## src/rtl/riscv_pkg.sv

```systemverilog
// Shared RV32I decode definitions: ALU opcodes, major opcodes, skid-buffer states.
// No logic; no latency; no flow control.
// Consumed by alu_issue_decode and alu_issue_stage.
package riscvPkg;

    typedef enum logic [3:0] {
        AluAdd  = 4'b0000,
        AluSll  = 4'b0001,
        AluSlt  = 4'b0010,
        AluSltu = 4'b0011,
        AluXor  = 4'b0100,
        AluSrl  = 4'b0101,
        AluOr   = 4'b0110,
        AluAnd  = 4'b0111,
        AluSub  = 4'b1000,
        AluSra  = 4'b1101
    } alu_op_e;

    localparam logic [6:0] OpcOp    = 7'b0110011;
    localparam logic [6:0] OpcOpImm = 7'b0010011;

    localparam logic [6:0] Funct7Zero = 7'b0000000;
    localparam logic [6:0] Funct7Alt  = 7'b0100000;

    typedef enum logic [1:0] {
        SkidEmpty = 2'd0,
        SkidFull1 = 2'd1,
        SkidFull2 = 2'd2
    } skid_state_e;

    // OP-IMM shifts take a 5-bit shamt instead of the 12-bit immediate.
    function automatic logic is_imm_shift(input logic [2:0] funct3);
        return (funct3 == 3'b001) || (funct3 == 3'b101);
    endfunction

endpackage

```

## src/rtl/alu_issue_stage_decode.sv

```systemverilog
// Combinational RV32I OP/OP-IMM decoder: instr + rs data -> {illegal, op, a, b}.
// Zero latency; no state, no flow control.
// Caller decides what to do with illegal encodings.
module alu_issue_decode
    import riscvPkg::*;
#(
    parameter int XLEN = 32
) (
    input  logic [31:0]     instr,
    input  logic [XLEN-1:0] rs1,
    input  logic [XLEN-1:0] rs2,
    output logic            illegal,
    output alu_op_e         op,
    output logic [XLEN-1:0] a,
    output logic [XLEN-1:0] b
);

    logic [6:0] opcode;
    logic [2:0] funct3;
    logic [6:0] funct7;
    logic       unused_rd;

    assign opcode    = instr[6:0];
    assign funct3    = instr[14:12];
    assign funct7    = instr[31:25];
    assign unused_rd = ^instr[11:7];

    always_comb begin
        illegal = 1'b1;
        op      = AluAdd;
        a       = rs1;
        b       = rs2;
        case (opcode)
            OpcOp: begin
                // Only ADD/SUB and SRL/SRA have an alternate funct7 encoding.
                if ((funct7 == Funct7Zero) ||
                    ((funct7 == Funct7Alt) && ((funct3 == 3'b000) || (funct3 == 3'b101)))) begin
                    illegal = 1'b0;
                    op      = alu_op_e'({funct7[5], funct3});
                end
            end
            OpcOpImm: begin
                b = {{(XLEN-12){instr[31]}}, instr[31:20]};
                if (is_imm_shift(funct3)) begin
                    b = {{(XLEN-5){1'b0}}, instr[24:20]};
                    if ((funct7 == Funct7Zero) ||
                        ((funct7 == Funct7Alt) && (funct3 == 3'b101))) begin
                        illegal = 1'b0;
                        op      = alu_op_e'({(funct3 == 3'b101) ? instr[30] : 1'b0, funct3});
                    end
                end else begin
                    illegal = 1'b0;
                    op      = alu_op_e'({1'b0, funct3});
                end
            end
            default: ;
        endcase
    end

endmodule

```

## src/rtl/alu_issue_stage.sv

```systemverilog
// ALU issue stage: decodes OP/OP-IMM and drives ALU op/A/B via a 2-entry skid buffer.
// Latency 1 cycle when empty; illegal instructions are dropped and pulse o_illegal.
// Backpressure: o_instr_ready is registered, low only when both entries are full.
// Optional ALU_ISSUE_STALL_COUNT_EN adds a saturating o_stall_count.
module alu_issue_stage
    import riscvPkg::*;
#(
    parameter int XLEN = 32
) (
    input  logic            clk,
    input  logic            rstn,
    input  logic            i_instr_valid,
    output logic            o_instr_ready,
    input  logic [31:0]     i_instr_data,
    input  logic [XLEN-1:0] i_rs1_data,
    input  logic [XLEN-1:0] i_rs2_data,
    output logic            o_op_valid,
    input  logic            i_op_ready,
    output logic [3:0]      o_op_data,
    output logic            o_a_valid,
    output logic [XLEN-1:0] o_a_data,
    output logic            o_b_valid,
    output logic [XLEN-1:0] o_b_data,
`ifdef ALU_ISSUE_STALL_COUNT_EN
    output logic [31:0]     o_stall_count,
`endif
    output logic            o_illegal
);

    logic            dec_illegal;
    alu_op_e         dec_op;
    logic [XLEN-1:0] dec_a;
    logic [XLEN-1:0] dec_b;

    alu_issue_decode #(.XLEN(XLEN)) u_decode (
        .instr   (i_instr_data),
        .rs1     (i_rs1_data),
        .rs2     (i_rs2_data),
        .illegal (dec_illegal),
        .op      (dec_op),
        .a       (dec_a),
        .b       (dec_b)
    );

    skid_state_e     state_q;
    skid_state_e     state_d;
    logic            ready_q;
    logic            illegal_q;
    logic [3:0]      out_op_q;
    logic [XLEN-1:0] out_a_q;
    logic [XLEN-1:0] out_b_q;
    logic [3:0]      skid_op_q;
    logic [XLEN-1:0] skid_a_q;
    logic [XLEN-1:0] skid_b_q;

    logic in_xfer;
    logic legal_in;
    logic out_xfer;
    logic load_out_in;
    logic load_out_skid;
    logic load_skid;

    assign in_xfer  = i_instr_valid & ready_q;
    assign legal_in = in_xfer & ~dec_illegal;
    assign out_xfer = o_op_valid & i_op_ready;

    always_comb begin
        state_d       = state_q;
        load_out_in   = 1'b0;
        load_out_skid = 1'b0;
        load_skid     = 1'b0;
        case (state_q)
            SkidEmpty: begin
                if (legal_in) begin
                    state_d     = SkidFull1;
                    load_out_in = 1'b1;
                end
            end
            SkidFull1: begin
                if (legal_in && out_xfer) begin
                    load_out_in = 1'b1;
                end else if (legal_in) begin
                    state_d   = SkidFull2;
                    load_skid = 1'b1;
                end else if (out_xfer) begin
                    state_d = SkidEmpty;
                end
            end
            SkidFull2: begin
                if (out_xfer) begin
                    state_d       = SkidFull1;
                    load_out_skid = 1'b1;
                end
            end
            default: state_d = SkidEmpty;
        endcase
    end

    // Ready comes from the next state so it never depends combinationally on i_op_ready.
    always_ff @(posedge clk or negedge rstn) begin
        if (!rstn) begin
            state_q   <= SkidEmpty;
            ready_q   <= 1'b1;
            illegal_q <= 1'b0;
        end else begin
            state_q   <= state_d;
            ready_q   <= (state_d != SkidFull2);
            illegal_q <= in_xfer & dec_illegal;
        end
    end

    always_ff @(posedge clk or negedge rstn) begin
        if (!rstn) begin
            out_op_q  <= '0;
            out_a_q   <= '0;
            out_b_q   <= '0;
            skid_op_q <= '0;
            skid_a_q  <= '0;
            skid_b_q  <= '0;
        end else begin
            if (load_out_in) begin
                out_op_q <= dec_op;
                out_a_q  <= dec_a;
                out_b_q  <= dec_b;
            end else if (load_out_skid) begin
                out_op_q <= skid_op_q;
                out_a_q  <= skid_a_q;
                out_b_q  <= skid_b_q;
            end
            if (load_skid) begin
                skid_op_q <= dec_op;
                skid_a_q  <= dec_a;
                skid_b_q  <= dec_b;
            end
        end
    end

`ifdef ALU_ISSUE_STALL_COUNT_EN
    logic [31:0] stall_q;

    always_ff @(posedge clk or negedge rstn) begin
        if (!rstn) begin
            stall_q <= '0;
        end else if (o_op_valid && !i_op_ready && (stall_q != 32'hFFFF_FFFF)) begin
            stall_q <= stall_q + 32'd1;
        end
    end

    assign o_stall_count = stall_q;
`endif

    assign o_instr_ready = ready_q;
    assign o_op_valid    = (state_q != SkidEmpty);
    assign o_a_valid     = o_op_valid;
    assign o_b_valid     = o_op_valid;
    assign o_op_data     = out_op_q;
    assign o_a_data      = out_a_q;
    assign o_b_data      = out_b_q;
    assign o_illegal     = illegal_q;

endmodule

```

## config.mk

```make
export PLATFORM = sky130hd
export DESIGN_NAME = alu_issue_stage
export DESIGN_NICKNAME = d
export VERILOG_FILES = /design/src/rtl/riscv_pkg.sv /design/src/rtl/alu_issue_stage_decode.sv /design/src/rtl/alu_issue_stage.sv
export SDC_FILE = /design/constraint.sdc
export NUM_CORES = 1
export LEC_CHECK = 0
export BUFFER_PORTS_ARGS = -buffer_cell sky130_fd_sc_hd__buf_2
export CORE_ASPECT_RATIO = 0.7
export CORE_MARGIN = 1.5
export CORE_UTILIZATION = 40
export CTS_CLUSTER_SIZE = 28
export DETAILED_ROUTE_END_ITERATION = 10
export GPL_TIMING_DRIVEN = 0
export PLACE_DENSITY_LB_ADDON = 0.1
export SYNTH_ARGS = -nofsm -noshare
export SYNTH_HDL_FRONTEND = slang
export SYNTH_SLANG_ARGS = --single-unit
```

## constraint.sdc

```tcl
create_clock -name clk -period 1.65 [get_ports clk]
set_input_delay 0.165 -clock clk [delete_from_list [all_inputs] [get_ports clk]]
set_output_delay 0.165 -clock clk [all_outputs]
set_load 0.1 [all_outputs]
```

Word-level counts from Yosys, hierarchy flattened

Index checks and enable logic that the tools add are counted.

Equal/unequal tests: 8
Multiplexer cells: 30
Bitwise logic cells: 5
Reductions and logical operators: 12

Operators with widths:

| cell               | count |
|---|---|
| $mux 32            | 6 |
| $mux 4             | 5 |
| $eq 7x6->1 const B | 2 |
| $mux 1             | 10 |
| $mux 2             | 5 |
| $pmux 4 s2         | 1 |
| $eq 7x5->1 const B | 1 |
| $logic_not 7->1    | 1 |
| $pmux 2 s3         | 1 |
| $and 1x1->1        | 4 |
| $logic_or 1x1->1   | 4 |
| $pmux 1 s2         | 2 |
| $reduce_bool 2->1  | 2 |
| $eq 3x1->1 const B | 1 |
| $eq 3x3->1 const B | 1 |
| $logic_and 1x1->1  | 3 |
| $logic_not 3->1    | 1 |
| $eq 2x1->1 const B | 1 |
| $eq 2x2->1 const B | 1 |
| $logic_not 2->1    | 1 |
| $ne 2x2->1 const B | 1 |
| $not 1->1          | 1 |

Bits in registers: 140
Input bits: 100
Output and inout bits: 73
Logic and storage cells: 64

Depth between registers and ports, before layout

Gate-level depths: netlist (run 1).

Depth in word-level cells: 12
Mapped depth: 8
Depth with buffers taken out: 5

Cells and area by module

A second synthesis (run 1) with hierarchy kept.

Cell total of the unflattened synthesis: 491
Area, all modules: 6,811.5 um^2

By module, submodules not included:

| module           | times used | cells each | area an instance (um^2) | sequential area each (um^2) |
|---|---|---|---|---|
| alu_issue_stage  | 1          | 383        | 6,073.3                 | 3,504.6 |
| alu_issue_decode | 1          | 108        | 738.2                   | 0.0 |

Worst setup path before layout (run 1)

OpenSTA, ideal clock, no wires.

Kind: register to register
Start: register ready_q, in the netlist o_instr_ready
End: register out_a_q[7], in the netlist o_a_data[7]
Setup time: 0.128 ns
Data arrival time: 1.865 ns
Required time: 1.522 ns
Path slack: -0.343 ns
Cell stages (with the launch flop): 6
Path buffers: 1
Clock period less this slack: 1.993 ns
Path through: dfstp_2 -> nand2_1 -> nor3b_1 -> nand3_2 -> buf_4 -> mux2_1

Word-level cells in the longest chain between the ends: 6
Elaborated cells on any way between the ends: 8
Classes of those cells: mux: 4; bitwise: 2; reduce/logical: 2

RTL lines:

| element                                             | RTL line               | text |
|---|---|---|
| from (decl)                                         | alu_issue_stage.sv:47  | `logic ready_q;` |
| from (signal assigned)                              | alu_issue_stage.sv:107 | `ready_q <= (state_d != SkidFull2);` |
| $and 1x1->1 (*)                                     | alu_issue_stage.sv:63  | `assign in_xfer = i_instr_valid & ready_q;` |
| $and 1x1->1 (*)                                     | alu_issue_stage.sv:64  | `assign legal_in = in_xfer & ~dec_illegal;` |
| $logic_and 1x1->1                                   | alu_issue_stage.sv:80  | `if (legal_in && out_xfer) begin` |
| $mux 1                                              | alu_issue_stage.sv:80  |  |
| $pmux 1 s2 (*)                                      | alu_issue_stage.sv:72  | `case (state_q)` |
| $mux 32 / $reduce_bool 2->1 (equally long branches) | --                     |  |
| to (signal assigned)                                | alu_issue_stage.sv:127 | `out_a_q <= skid_a_q;` |
| to (decl)                                           | alu_issue_stage.sv:50  | `logic [XLEN-1:0] out_a_q;` |

Every way passes the cells marked *; elsewhere a longest branch is shown, timed or not.
A chain may end at the register's enable or synchronous reset.

Worst setup path after layout (run 1)

Start: register state_q[1]
End: register out_a_q[7], in the netlist o_a_data[7]

Word-level cells in the longest chain between the ends: 6
Elaborated cells on any way between the ends: 12
Classes of those cells: eq/ne: 2; mux: 5; bitwise: 1; reduce/logical: 4

RTL lines:

| element                                             | RTL line               | text |
|---|---|---|
| from (decl)                                         | alu_issue_stage.sv:45  | `skid_state_e state_q;` |
| from (signal assigned)                              | alu_issue_stage.sv:102 | `state_q <= SkidEmpty;` |
| from (signal assigned)                              | alu_issue_stage.sv:106 | `state_q <= state_d;` |
| $reduce_bool 2->1                                   | alu_issue_stage.sv:153 | `assign o_op_valid = (state_q != SkidEmpty);` |
| $and 1x1->1                                         | alu_issue_stage.sv:65  | `assign out_xfer = o_op_valid & i_op_ready;` |
| $logic_and 1x1->1                                   | alu_issue_stage.sv:80  |  |
| $mux 1                                              | alu_issue_stage.sv:80  |  |
| $pmux 1 s2                                          | alu_issue_stage.sv:72  |  |
| $mux 32 / $reduce_bool 2->1 (equally long branches) | --                     |  |

Several ways; a longest one is shown, not always the timed one.

==> results.py, run 1 <==
metrics = {
    "layout": {
        "postLayoutCoreUtil_pct": 56.87,
        "fill_cells": 1313,
        "fin_nets": 862,
        "stdcell_count": 978,
        "fin_area_um2": 8896,
        "multi_input_area_um2": 2736,
        "syn2layout_area_growth_pct": 37.36,
        "final_common_cell": "buf_2",
        "final_cell_mix": "160 x buf_2, 138 x dfrtp_1, 88 x mux2_2",
        "drive_gt1_share_pct": 44.90,
        "seq_area_um2": 3510,
    },
    "worst_setup_path": {
        "cp-start-kind": "register",
        "cp-end-kind": "register",
        "rrSetupSlack_ns": -0.06,
        "critPathMaxStageDelay_ns": 0.43,
        "path_class": "register to register",
        "r2r_cells": 5,
        "r2r_start": "state_q[1]",
        "crit_buf_inv": 1,
        "cpMaxStageDelayCell": "dfrtp_2",
        "crit_family": "multiplexers",
        "cp_max_fo": 10,
        "reg2reg_to": "o_a_data[7]",
        "cp.arrival_ns": 2.01,
        "required_ns": 1.95,
        "path_cells": "and2b_2 > nand2_8 > buf_12 > mux2_2 > mux2_1",
    },
    "sta": {
        "hold_slack_ns": 0.04816,
        "max_freq_mhz": 583.3,
        "hold_violations": 0,
        "fin_crit_sh_pct": 103.9,
        "rsz0062_at_grt": "true",
        "maxSlewViolCount": 0,
        "relSlewSlack_pct": 58.36,
        "setup_violations": 55,
        "skew_ns": 0.007315,
        "layout_setup_ws_ns": -0.06433,
        "period_needed_ns": 1.714,
        "worst_slew_pin_slew_ns": 0.6246,
    },
    "synth": {
        "synth-edff-count": 0,
        "ys_ff_latch": 140,
        "netlist_top_cells_area": "dfrtp_1 54%, mux2_2 16%, mux2i_1 12%",
        "syn_nets": 639,
        "synth_flop_cell": "dfrtp_1",
        "async_reset_ff_share_pct": 100.0,
        "ys_seq_area_share_pct": 54.12,
        "synth_top_area_cell": "dfrtp_1",
        "post_synth.cell_area_avg_um2": 12.02,
        "ys_types": 34,
        "synth_top_area_share_pct": 53.71,
        "yosys_warnings": 0,
        "netlist_instances": 539,
        "synth_area_um2": 6476,
    },
    "power": {
        "peakVddDrop_v": 0.0005937,
        "leakagePower_nw": 5.297,
        "p_per_area_nw_per_um2": 992.8,
    },
    "global_routing": {
        "grt_start_max_net_pins": 90,
        "antenna_found_initial": 4,
        "grt_pass1_wl_um": 25880,
        "track_usage_pct": 20.11,
        "gr-total-overflow": 0,
        "grt_pass1_vias": 4980,
    },
    "die": {
        "dieHeight_um": 109.5,
        "die_w_um": 155.1,
        "num_rows": 38,
        "num_io_pins": 173,
        "die-area_um2": 16980,
        "core_um2": 15640,
        "start_util_pct": 41.40,
    },
    "clocking": {
        "tritoncts": "built",
        "numCtsBuffers": 17,
        "clkTransAtPathRegs_ns": 0.06,
        "cts_buffer_depth": 2,
        "clock-sinks": 140,
        "worstSkewPairLatency_ns": 0.42,
        "h-tree-depth": 4,
        "cts_root_buf": "clkbuf_16",
    },
    "route": {
        "vias": 4829,
        "wirelength_um": 16430,
        "route.antenna.remaining_nets": 0,
        "drt_iter0_markers": 270,
        "drc": 0,
        "firstDrtPassIters": 4,
        "viasPerCell": 4.938,
        "wl_per_cell_um": 16.80,
    },
    "placed_design": {
        "placed_cells": 902,
        "io_buffer_count": 162,
        "dpl_cell_area_um2": 7685,
        "place.gp.congestion": 0.7408,
        "dp_slack_ns": -0.5559,
        "hpwl_um": 11560,
    },
    "min_path": {
        "hp-start": "i_instr_valid",
        "min_to": "o_illegal",
        "holdPathStages": 3,
        "hold_path.class": "input port to register",
    },
    "job": {
        "cap_violations": 0,
    },
    "outcome": {
        "violations": "setup timing",
        "status": "complete, but fails checks",
    },
}
[metrics by stage]
step           total power, mW  TNS, ns
2_1_floorplan            4.573   -8.403
3_3_place_gp             4.909  -249.90
3_5_place_dp             4.944   -41.03
4_1_cts                  8.943   -1.979
5_1_grt                  9.192   -9.264
6_report                 8.832   -1.250
[layout make-up]
type	count	area share, %
Tap cell	200	2.813
Antenna cell	3	0.08439
Sequential cell	140	39.45
Buffer	34	3.769
Multi-Input combinational cell	327	30.76
Clock buffer	24	5.640
Timing Repair Buffer	204	14.66
Inverter	38	1.646
Clock inverter	8	1.181
[cell families after synthesis]
| family | synth area share [%] |
|---|---|
| DFF | 54.12 |
| buffers and inverters | 5.062 |
| muxes | 28.81 |
| and+or+nand+nor | 6.125 |
| AOI/OAI and AO/OA | 5.893 |
[flip-flops by register name (all words and copies together) (netlist names)]
name / flops
skid_a_q: 32
o_op_data: 4
o_instr_ready: 1
state_q: 2
skid_op_q: 4
skid_b_q: 32
o_illegal: 1
o_b_data: 32
o_a_data: 32
[where the power goes]
part | switching (mW) | total (mW) | internal (mW)
combinational | 1.02 | 1.36 | 0.343
sequential | 0.0494 | 3.58 | 3.53
clock | 1.45 | 3.89 | 2.44
[worst max-delay path by stage]
stage               cells after the start  slack [ns]      endpoint          start
finish                                  5       -0.06   o_a_data[7]     state_q[1]
global route                            6       -0.11   o_b_data[3]  o_instr_ready
CTS                                     5       -0.05  o_a_data[22]  o_instr_ready
detailed placement                      7       -0.56    state_q[0]     state_q[1]
global placement                        1       -1.54  o_b_data[13]           rstn
floorplan                               5       -0.11  o_a_data[28]  o_instr_ready
[worst register-to-register path, cell delays in order, from the launching register on]
cell and delay [ns]:
dfrtp_2 0.43, and2b_2 0.25, nand2_8 0.14, buf_12 0.15, mux2_2 0.33, mux2_1 0.29
[synth_stat cells, types with 2 or more instances]
| cell | n |
|---|---|
| buf_4 | 4 |
| buf_6 | 4 |
| nand2_1 | 12 |
| dfrtp_1 | 139 |
| inv_1 | 38 |
| nand2b_1 | 2 |
| a31oi_1 | 2 |
| nand3_1 | 3 |
| a21oi_1 | 63 |
| nor2b_1 | 2 |
| buf_1 | 7 |
| nor3_1 | 2 |
| nand4b_1 | 2 |
| buf_2 | 10 |
| mux2_2 | 90 |
| nand3_2 | 3 |
| nor2_1 | 49 |
| mux2_1 | 9 |
| mux2i_1 | 75 |
| clkbuf_1 | 9 |
[what timing repair did]
action                                  4_1_cts  5_1_grt
gates cloned                                  0        1
resized for setup                            29       32
endpoints found under the setup margin      100      135
endpoints found under the hold margin       115        0
pin swaps                                     0        1
setup buffers                                 3        3
hold buffers                                 34        0
[metal layers]
metal  vias to the layer above  track usage (%)  part of all wire (%)
li1                       2303                -                     -
met1                      2391            27.26                    48
met2                       118            31.10                    45
met3                        15            6.110                   5.8
met4                         2            6.181                   1.0
met5                         -                0                 0.043
Power figures use the tool's default switching activity.
==> inputs of run 2 (changes only) <==
--- a/config.mk
+++ b/config.mk
@@ -6,13 +6,16 @@
 export NUM_CORES = 1
 export LEC_CHECK = 0
 export BUFFER_PORTS_ARGS = -buffer_cell sky130_fd_sc_hd__buf_2
+export CELL_PAD_IN_SITES_DETAIL_PLACEMENT = 1
+export CELL_PAD_IN_SITES_GLOBAL_PLACEMENT = 1
 export CORE_ASPECT_RATIO = 0.7
 export CORE_MARGIN = 1.5
-export CORE_UTILIZATION = 40
+export CORE_UTILIZATION = 37
 export CTS_CLUSTER_SIZE = 28
 export DETAILED_ROUTE_END_ITERATION = 10
 export GPL_TIMING_DRIVEN = 0
 export PLACE_DENSITY_LB_ADDON = 0.1
+export SKIP_LAST_GASP = 1
 export SYNTH_ARGS = -nofsm -noshare
 export SYNTH_HDL_FRONTEND = slang
 export SYNTH_SLANG_ARGS = --single-unit
==> run 2 against run 1 <==
  * Hold slack worse by 0.033 ns
  * Largest power group unchanged
  * Cell count up 3.5%
  * Maximum frequency down 2.4%
  * Critical endpoint is now skid_a_q[31]
  * Routed wire length increased by 10%
  * Largest cell class unchanged
  * Non-clock buffer count up 5
  * The run still ends with setup timing left
==> results.py, run 2 (same netlist as run 1, synthesis figures left out) <==
metrics = {
    "clocking": {
        "h-tree-depth": 4,
        "tritoncts": "built",
        "cts_buffer_depth": 2,
        "worstSkewPairLatency_ns": 0.42,
        "clock-sinks": 140,
        "numCtsBuffers": 17,
        "clkTransAtPathRegs_ns": 0.06,
        "cts_root_buf": "clkbuf_16",
    },
    "sta": {
        "layout_setup_ws_ns": -0.1059,
        "hold_slack_ns": 0.01539,
        "tns_ns": -7.035,
        "maxSlewViolCount": 0,
        "max_freq_mhz": 569.5,
        "relSlewSlack_pct": 46.40,
        "hold_violations": 0,
        "fin_crit_sh_pct": 106.4,
        "worst_slew_pin_slew_ns": 0.8039,
        "rsz0062_at_grt": "true",
        "setup_violations": 135,
        "period_needed_ns": 1.756,
        "skew_ns": 0.007615,
    },
    "power": {
        "p_clk_share_pct": 42.4,
        "combinationalPowerShare_pct": 15.9,
        "p_per_area_nw_per_um2": 944.6,
        "power_mw": 8.604,
        "leakagePower_nw": 5.393,
        "switchingPower_mw": 2.563,
        "intPower_mw": 6.042,
        "p_seq_share_pct": 41.7,
        "peakVddDrop_v": 0.0006472,
        "power.share.switching_pct": 29.78,
    },
    "route": {
        "drt_iter0_markers": 193,
        "viasPerCell": 4.802,
        "wl_per_cell_um": 17.93,
        "route.antenna.remaining_nets": 0,
        "firstDrtPassIters": 4,
        "vias": 4860,
        "drc": 0,
        "wirelength_um": 18140,
    },
    "global_routing": {
        "grt_start_max_net_pins": 83,
        "antenna_found_initial": 1,
        "grt_pass1_vias": 5346,
        "track_usage_pct": 20.40,
        "grt_pass1_wl_um": 28570,
        "gr-total-overflow": 0,
    },
    "die": {
        "num_rows": 40,
        "dieHeight_um": 113.7,
        "die-area_um2": 18320,
        "start_util_pct": 37.73,
        "core_um2": 17170,
        "die_w_um": 161.1,
        "num_io_pins": 173,
    },
    "job": {
        "cap_violations": 0,
    },
    "worst_setup_path": {
        "cp_max_fo": 6,
        "required_ns": 1.95,
        "cp-end-kind": "register",
        "path_class": "register to register",
        "rrSetupSlack_ns": -0.11,
        "cp-start-kind": "register",
        "cp.arrival_ns": 2.06,
    },
    "outcome": {
        "status": "complete, but fails checks",
        "violations": "setup timing",
    },
    "placed_design": {
        "io_buffer_count": 162,
        "place.gp.congestion": 0.7764,
        "dp_slack_ns": -0.5335,
        "hpwl_um": 12490,
        "placed_cells": 933,
    },
    "layout": {
        "final_common_cell": "buf_2",
        "syn2layout_area_growth_pct": 40.65,
        "final_cell_mix": "160 x buf_2, 137 x dfrtp_1, 88 x mux2_2",
        "fin_nets": 867,
        "drive_gt1_share_pct": 46.28,
        "stdcell_count": 1012,
    },
    "min_path": {
        "hold_path.class": "input port to register",
    },
}
-- run 2: final timing paths --
| check | from | endpoint | cells after the start |
|---|---|---|---|
| setup / recovery | o_instr_ready | skid_a_q[31] | 5 |
| hold / removal | i_rs1_data[30] | o_a_data[30] | 2 |
| setup reg to reg | o_instr_ready | skid_a_q[31] | 5 |
| hold reg to reg | skid_a_q[14] | skid_a_q[14] | 1 |
| max in group asynchronous | rstn | skid_b_q[15] | 3 |
| min in group asynchronous | rstn | skid_a_q[26] | 2 |
-- run 2: routing by layer --
layer  track usage [%]  share of wire [%]  vias up
li1                  -                  -     2317
met1             27.62                 48     2412
met2             32.18                 45      109
met3             5.309                4.8       22
met4             6.420                1.4        0
met5                 0                  0        -
-- run 2: final cells by class --
cell class	count	area, um^2
Antenna cell	1	2.502
Buffer	34	384.1
Clock buffer	24	511.7
Clock inverter	8	57.56
Fill cell	1839	8058
Inverter	38	146.4
Multi-Input combinational cell	327	2776
Sequential cell	140	3511
Tap cell	231	289.0
Timing Repair Buffer	209	1430
-- run 2: worst max-delay path, cell delays in order, from the launching register on --
cell       delay [ns]
dfstp_4          0.64
nand2_8          0.06
nor3_4           0.15
nand3_4          0.23
clkbuf_16        0.26
mux2_4           0.29
-- run 2: stage by stage --
| stage | area [um^2] | util, % |
|---|---|---|
| 6_report | 9109 | 53.06 |
| 5_1_grt | 9106 | 53.05 |
| 4_1_cts | 8805 | 51.29 |
| 3_5_place_dp | 7724 | 44.99 |
| 3_3_place_gp | 7690 | 44.80 |
| 2_1_floorplan | 6590 | - |
-- run 2: power by group through the flow --
stage	logic (mW)	registers (mW)	clock network, mW
after floorplan	0.212	4.36	0
after global placement	1.27	3.64	0
after detailed placement	1.31	3.65	0
after CTS	1.37	3.58	3.75
after global routing	1.44	3.60	3.89
final	1.37	3.59	3.65
-- run 2: repair_timing --
action,CTS,global route
pin swaps,1,2
endpoints found under the hold margin,117,0
hold buffers,31,0
cloned,1,5
setup buffers,5,4
resized for setup,44,40
endpoints found under the setup margin,126,134
==> inputs of run 3 (changes only) <==
==> constraint.sdc (replaced) <==
create_clock -name clk -period 1.65 [get_ports clk]
set_input_delay 0.0825 -clock clk [delete_from_list [all_inputs] [get_ports clk]]
set_output_delay 0.0825 -clock clk [all_outputs]
set_load 0.1 [all_outputs]
==> run 3 against run 2 <==
  * Via count is 4.2% higher
  * Sequential power hardly changed
  * Clock skew up 0.0031 ns
  * Maximum frequency increased by 3.7%
  * Final area up 2.3%
  * The run still ends with setup timing left
  * Non-clock buffer count is 30 higher
  * Clock power increased by 8.2%
==> results.py, run 3 (same netlist as run 1, synthesis figures left out) <==
metrics = {
    "power": {
        "p_per_area_nw_per_um2": 962.9,
        "peakVddDrop_v": 0.0008360,
        "power_mw": 8.972,
        "leakagePower_nw": 5.490,
    },
    "outcome": {
        "violations": "setup timing",
        "status": "complete, but fails checks",
    },
    "sta": {
        "max_freq_mhz": 590.5,
        "relSlewSlack_pct": 43.21,
        "period_needed_ns": 1.694,
        "skew_ns": 0.01072,
        "maxSlewViolCount": 0,
        "fin_crit_sh_pct": 102.6,
        "tns_ns": -2.323,
        "layout_setup_ws_ns": -0.04354,
        "worst_slew_pin_slew_ns": 0.8519,
        "hold_violations": 0,
        "setup_violations": 97,
        "hold_slack_ns": 0.02443,
        "rsz0062_at_grt": "true",
    },
    "clocking": {
        "cts_root_buf": "clkbuf_16",
        "clock-sinks": 140,
        "worstSkewPairLatency_ns": 0.42,
        "tritoncts": "built",
        "clkTransAtPathRegs_ns": 0.06,
        "numCtsBuffers": 17,
        "cts_buffer_depth": 2,
        "h-tree-depth": 4,
    },
    "die": {
        "die_w_um": 161.1,
        "num_io_pins": 173,
        "num_rows": 40,
        "start_util_pct": 37.73,
        "core_um2": 17170,
        "die-area_um2": 18320,
        "dieHeight_um": 113.7,
    },
    "route": {
        "vias": 5063,
        "route.antenna.remaining_nets": 0,
        "drc": 0,
        "viasPerCell": 4.859,
        "drt_iter0_markers": 225,
        "wl_per_cell_um": 17.89,
        "wirelength_um": 18650,
        "firstDrtPassIters": 4,
    },
    "layout": {
        "antennaDiodeCount": 0,
        "syn2layout_area_growth_pct": 43.88,
        "final_common_cell": "buf_2",
        "fin_nets": 898,
        "final_cell_mix": "162 x buf_2, 138 x dfrtp_1, 86 x mux2_2",
        "drive_gt1_share_pct": 43.16,
        "postLayoutCoreUtil_pct": 54.28,
        "fin_area_um2": 9318,
    },
    "worst_setup_path": {
        "cp.arrival_ns": 1.98,
        "path_class": "input port to register",
        "cp-start-kind": "input port",
        "r2r_cells": 5,
        "cpMaxStageDelayCell": "dlygate4sd3_1",
        "crit_buf_inv": 4,
        "critical_path_depth": 8,
        "critPathMaxStageDelay_ns": 0.54,
        "required_ns": 1.94,
        "path_cells": "dlygate4sd3_1 > buf_2 > nand2b_1 > nor3_2 > nand3_4 > buf_12 > buf_6 > mux2i_1",
        "crit_family": "buffers and inverters",
        "cp_max_fo": 10,
        "cp-end-kind": "register",
    },
    "placed_design": {
        "place.gp.congestion": 0.7625,
        "hpwl_um": 12640,
        "dpl_cell_area_um2": 7701,
        "io_buffer_count": 162,
    },
    "job": {
        "cap_violations": 0,
    },
    "min_path": {
        "holdPathStages": 3,
        "hold_path.class": "input port to register",
    },
    "global_routing": {
        "antenna_found_initial": 0,
        "grt_pass1_wl_um": 29780,
        "grt_start_max_net_pins": 77,
        "track_usage_pct": 20.98,
        "gr-total-overflow": 0,
        "grt_pass1_vias": 5765,
    },
}
-- run 3: where the power goes --
part           internal [mW]  total (mW)  switching, mW
sequential              3.53        3.58         0.0526
clock                   2.42        3.95           1.53
combinational          0.399        1.44           1.04
total                   6.35        8.97           2.62
-- run 3: per-stage QoR --
step           worst slack (ns)  cells
2_1_floorplan           -0.1094    539
3_3_place_gp             -1.491    932
3_5_place_dp            -0.5189    933
4_1_cts                -0.05744   1036
5_1_grt                 -0.1585   1042
6_report               -0.04354   1042
-- run 3: worst reg2reg max path, stage by stage, from the launching register on --
cell     delay (ns)
dfstp_4        0.62
nand2_4        0.07
nor3b_4        0.21
nand3_4        0.17
buf_4          0.24
mux2_2         0.28
-- run 3: final cells by class --
cell class	count	area (um^2)
multi-input cells	328	2769
flip-flops and latches	140	3510
fillers	1825	7849
plain buffers	34	336.6
clock buffers	18	439.2
well taps	231	289.0
clock inverters	14	166.4
inverters	38	142.6
repair buffers	239	1665
-- run 3: routing by layer --
layer | track usage (%) | share of wire [%] | routed length [um] | vias to the layer above
met5 | 0 | 0 | 0 | -
met4 | 5.370 | 0.98 | 182 | 0
met3 | 4.327 | 3.4 | 633 | 15
met2 | 35.03 | 48 | 9005 | 106
met1 | 28.04 | 47 | 8823 | 2572
li1 | - | - | - | 2370
-- run 3: timing repair --
action                                 CTS  global route
setup buffers                            1             1
setup endpoints to repair              126           130
endpoints found under the hold margin  186             0
resized for setup                       31            34
pin swaps                                0             2
hold buffers                            70             0
cloned                                   0             5
-- run 3: path summary, 6_finish.rpt --
check / from / to / slack [ns]
worst max-delay path: i_op_ready / skid_b_q[26] / -0.04
worst min-delay path: i_rs2_data[17] / skid_b_q[17] / 0.02
worst max register to register: o_instr_ready / o_a_data[27] / -0.04
worst min register to register: skid_op_q[2] / skid_op_q[2] / 0.50
max in group asynchronous: rstn / o_instr_ready / 0.59
min in group asynchronous: rstn / o_a_data[1] / 0.22
